`src/rtl/fetch_unit.sv`:
```
// Instruction fetch stage: program counter, I-cache address, and a small
// {pc, instr} FIFO toward decode with redirect-driven flush.
module fetch_unit #(
    parameter logic [31:0] RESET_PC = 32'h0,
    parameter int          DEPTH    = 2
) (
    input  logic        clk,
    input  logic        reset,
    output logic [31:0] icache_addr,
    input  logic [31:0] icache_instr,
    input  logic        redirect_valid,
    input  logic [31:0] redirect_pc,
    output logic        out_valid,
    input  logic        out_ready,
    output logic [31:0] out_pc,
    output logic [31:0] out_instr
);
    localparam int PTR_W = (DEPTH > 1) ? $clog2(DEPTH) : 1;
    localparam int CNT_W = PTR_W + 1;
    localparam logic [CNT_W-1:0] FULL_CNT = CNT_W'(DEPTH);

    logic [31:0]      r_pc;
    logic [31:0]      r_mem_pc    [DEPTH];
    logic [31:0]      r_mem_instr [DEPTH];
    logic [PTR_W-1:0] r_rd_ptr;
    logic [PTR_W-1:0] r_wr_ptr;
    logic [CNT_W-1:0] r_count;

    logic w_out_valid;
    logic w_pop;
    logic w_push;

    // Decode handshake: a head entry transfers on any cycle where out_valid
    // and out_ready are both high; out_* come from FIFO state only, while
    // push may use out_ready combinationally to refill a full FIFO in place.
    assign w_out_valid = (r_count != '0);
    assign w_pop       = w_out_valid & out_ready;
    assign w_push      = ~redirect_valid & ((r_count != FULL_CNT) | w_pop);

    assign icache_addr = r_pc;
    assign out_valid   = w_out_valid;
    assign out_pc      = w_out_valid ? r_mem_pc[r_rd_ptr]    : 32'h0;
    assign out_instr   = w_out_valid ? r_mem_instr[r_rd_ptr] : 32'h0;

    always_ff @(posedge clk) begin
        if (reset) begin
            r_pc     <= RESET_PC;
            r_rd_ptr <= '0;
            r_wr_ptr <= '0;
            r_count  <= '0;
        end else if (redirect_valid) begin
            // Flush discards everything, including an entry popped this cycle.
            r_pc     <= redirect_pc & ~32'h3;
            r_rd_ptr <= '0;
            r_wr_ptr <= '0;
            r_count  <= '0;
        end else begin
            if (w_push) begin
                r_pc     <= r_pc + 32'd4;
                r_wr_ptr <= r_wr_ptr + PTR_W'(1);
            end
            if (w_pop) begin
                r_rd_ptr <= r_rd_ptr + PTR_W'(1);
            end
            case ({w_push, w_pop})
                2'b10:   r_count <= r_count + CNT_W'(1);
                2'b01:   r_count <= r_count - CNT_W'(1);
                default: r_count <= r_count;
            endcase
        end
    end

    always_ff @(posedge clk) begin
        if (!reset && w_push) begin
            r_mem_pc[r_wr_ptr]    <= r_pc;
            r_mem_instr[r_wr_ptr] <= icache_instr;
        end
    end
endmodule
```
`config.mk`:
```
export PLATFORM = sky130hd
export DESIGN_NAME = fetch_unit
export DESIGN_NICKNAME = d
export VERILOG_FILES = /design/src/rtl/fetch_unit.sv
export SDC_FILE = /design/constraint.sdc
export NUM_CORES = 1
export LEC_CHECK = 0
export ABC_AREA = 1
export ABC_CLOCK_PERIOD_IN_PS = 15400
export CAP_MARGIN = 20
export CORE_ASPECT_RATIO = 1.4
export CORE_MARGIN = 1.5
export CORE_UTILIZATION = 40
export DETAILED_ROUTE_END_ITERATION = 12
export GPL_TIMING_DRIVEN = 0
export PLACE_DENSITY = 0.66
export SETUP_SLACK_MARGIN = 0.02
export SYNTH_ARGS = -nofsm -noshare
export SYNTH_HDL_FRONTEND = slang
export SYNTH_SLANG_ARGS = --single-unit
```
`constraint.sdc`:
```
create_clock -name clk -period 15.4 [get_ports clk]
set_clock_uncertainty 0.2 [all_clocks]
set_input_delay 2.31 -clock clk [delete_from_list [all_inputs] [get_ports clk]]
set_output_delay 2.31 -clock clk [all_outputs]
set_load 0.03 [all_outputs]
```
==> qor.yml <==
floorplan:
  die_w_um: 115.3
  core_area_um2: 17330
  start_util_pct: 40.78
  die_area_um2: 18480
  io_pins: 165
  die_y_um: 160.3
  row_count: 57
logic_synthesis:
  synth_area_leaders: "edfxtp_1, nand2_1, dfxtp_1, a21oi_1, nor2_1"
  synth_ff_type: "edfxtp_1"
  synth_top_cell_by_area: "edfxtp_1"
  ys_warn_count: 0
  synth_top_area_share_pct: 52.69
  yosysMostFrequentCell: "nand2_1"
  syn_area_um2: 7067
  ys_top_cells_by_count: "nand2_1, edfxtp_1, a21oi_1, nor2_1, inv_1"
  ys_ff_latch: 159
  ys_types: 30
  synth-edff-count: 124
  yosysSeqAreaShare_pct: 62.61
  syn_area_per_cell_um2: 9.694
  synthCells: 729
  synth-async-reset-ratio_pct: 0
pwr:
  peakVddDrop_mv: 0.06319
  leakage_nw: 3.509
  p_per_area_nw_per_um2: 105.5
place:
  routabilityCongestion: 0.8797
  portBuffers: 156
  place_area_um2: 9080
  detailed_place_hpwl_um: 13140
layout:
  fin_nets: 989
  final_core_util_pct: 55.68
  postLayoutCellArea_um2: 9649
  drive_gt1_share_pct: 10.19
  syn2layout_area_growth_pct: 36.54
  antenna_cells: 0
  n_fill_cell: 1534
clock_tree:
  cts-resized-gates: 0
  cts_hold_buf: 0
  cts.clk_slew.worst_paths_ns: 0.06
  cts_tree: "yes"
  postCtsSetupBuffers: 0
  clkLatencyLatePin_ns: 0.41
  cts-root-buf: "clkbuf_16"
  cts_buffer_depth: 2
  htree_levels: 4
  cts.sinks: 159
  numCtsBuffers: 17
routing:
  drt_pass1_iterations: 5
  avgViaCountPerCell: 4.890
  finalWirelength_um: 18360
  wl_per_cell_um: 15.72
  drt.antenna.violating_nets: 0
  drtIter0Drc: 388
  dr_total_vias: 5712
  drc: 0
global_routing:
  grt_overflow: 0
  grt_pass1_vias: 5307
  antenna_found_initial: 0
  grt_pass1_wl_um: 28190
  grt_max_degree: 17
  track_usage_pct: 20.25
status:
  outcome: "finished clean"
sta:
  slew-limit-headroom_pct: 42.88
  max_freq_mhz: 195.4
  rsz0062_at_grt: "false"
  min_period_ns: 5.117
  slew_viol_final: 0
  fin_crit_sh_pct: 33.23
  tns_ns: 0
  finalHoldViolations: 0
  setup_viol: 0
  hold_ws_ns: 0.2608
  tightest_slew_ns: 0.8522
critical_path:
  critPathKind: "reg -> out"
  worstPathArrival_ns: 2.61
  critPathLaunchType: "register"
  path_max_fanout: 10
  end_kind: "output port"
  required_ns: 12.89
min_path:
  hp-class: "reg -> reg"
flow_run:
  cap_violations: 0
[layout by cell type (no fill, tap or decap)]
cell and n:
inv_1 45, dfxtp_1 35, a21oi_2 7, o211ai_1 4
nor2_2 6, nand4_1 1, or2_2 2, nand2_4 3
buf_4 9, clkinv_2 2, a21oi_1 87, clkbuf_16 19
a22oi_1 4, conb_1 4, inv_4 3, buf_2 2
xor2_1 2, nor3_2 2, clkdlybuf4s50_1 156, inv_2 5
nand2_2 6, buf_1 1, buf_6 12, clkbuf_1 26
edfxtp_1 124, a31oi_1 9, nand2_1 232, nor2_8 3
o21ai_0 18, nor2_4 6, ha_1 2, clkinv_4 3
nand3_2 2, inv_6 2, nor3_1 4, clkbuf_8 1
nor2_1 47, nand3_1 35, or3_1 1
[where the power goes]
group | switching (mW) | total (mW) | internal (mW)
clock | 0.169 | 0.401 | 0.232
sequential | 0.0138 | 0.494 | 0.480
combinational | 0.0716 | 0.123 | 0.0519
[path summary, 6_finish.rpt]
kind / startpoint / to / slack [ns] / cells past startpoint
setup / recovery: register / out_pc[25] / 10.28 / 6
hold / removal: r_rd_ptr$_SDFFE_PP0P_ / r_rd_ptr$_SDFFE_PP0P_ / 0.26 / 1
setup reg to reg: r_count[0]$_SDFFE_PP0P_ / r_mem_instr[1][26]$_DFFE_PP_ / 12.77 / 8
hold reg to reg: r_rd_ptr$_SDFFE_PP0P_ / r_rd_ptr$_SDFFE_PP0P_ / 0.26 / 1
[sequential cells by signal (all words and copies together), names as in the netlist, named ones only]
name         count
r_mem_instr     64
r_mem_pc        60
icache_addr     30
r_count          2
r_rd_ptr         1
r_wr_ptr         1
[per-stage QoR]
step / worst slack, ns / total power, mW / std cells
2_1_floorplan: 7.659 / 0.5653 / 732
3_3_place_gp: 4.564 / 0.6250 / 1124
3_5_place_dp: 10.27 / 0.6273 / 1136
4_1_cts: 10.22 / 1.028 / 1168
5_1_grt: 10.07 / 1.057 / 1168
6_report: 10.28 / 1.018 / 1168
[routing by layer]
metal  part of all wire [%]  wire [um]  vias up  GRT usage (%)
met3                    5.0        915       24          3.491
met2                     52       9602      189          35.80
met5                      0          0        -              0
met4                    2.2        410        0          7.688
li1                       -          -     2829              -
met1                     40       7432     2670          24.26
[layout make-up]
class / count / area, um^2 / share of cell area, %
multi-input cells: 487 / 2305 / 23.88
well taps: 236 / 295.3 / 3.060
inverters: 50 / 187.7 / 1.945
repair buffers: 168 / 1697 / 17.58
flip-flops and latches: 159 / 4424 / 45.85
plain buffers: 36 / 171.4 / 1.776
clock inverters: 10 / 72.57 / 0.7521
clock buffers: 22 / 496.7 / 5.148
[cell families after synthesis]
family,after synthesis,share of synthesized area [%]
compound gates,129,9.951
xor+xnor,2,0.2479
fa+ha+maj,2,0.3541
buf+inv,86,5.081
flops,159,62.61
other cells,1,0.05307
simple gates,350,21.71
[critical path: stages (launching register included)]
cell             delay [ns]
dfxtp_1                0.29
clkbuf_1               0.24
inv_2                  0.24
clkbuf_1               0.38
nand2_1                0.10
a21oi_1                0.23
clkdlybuf4s50_1        0.72
(Power assumes the default switching activity.)
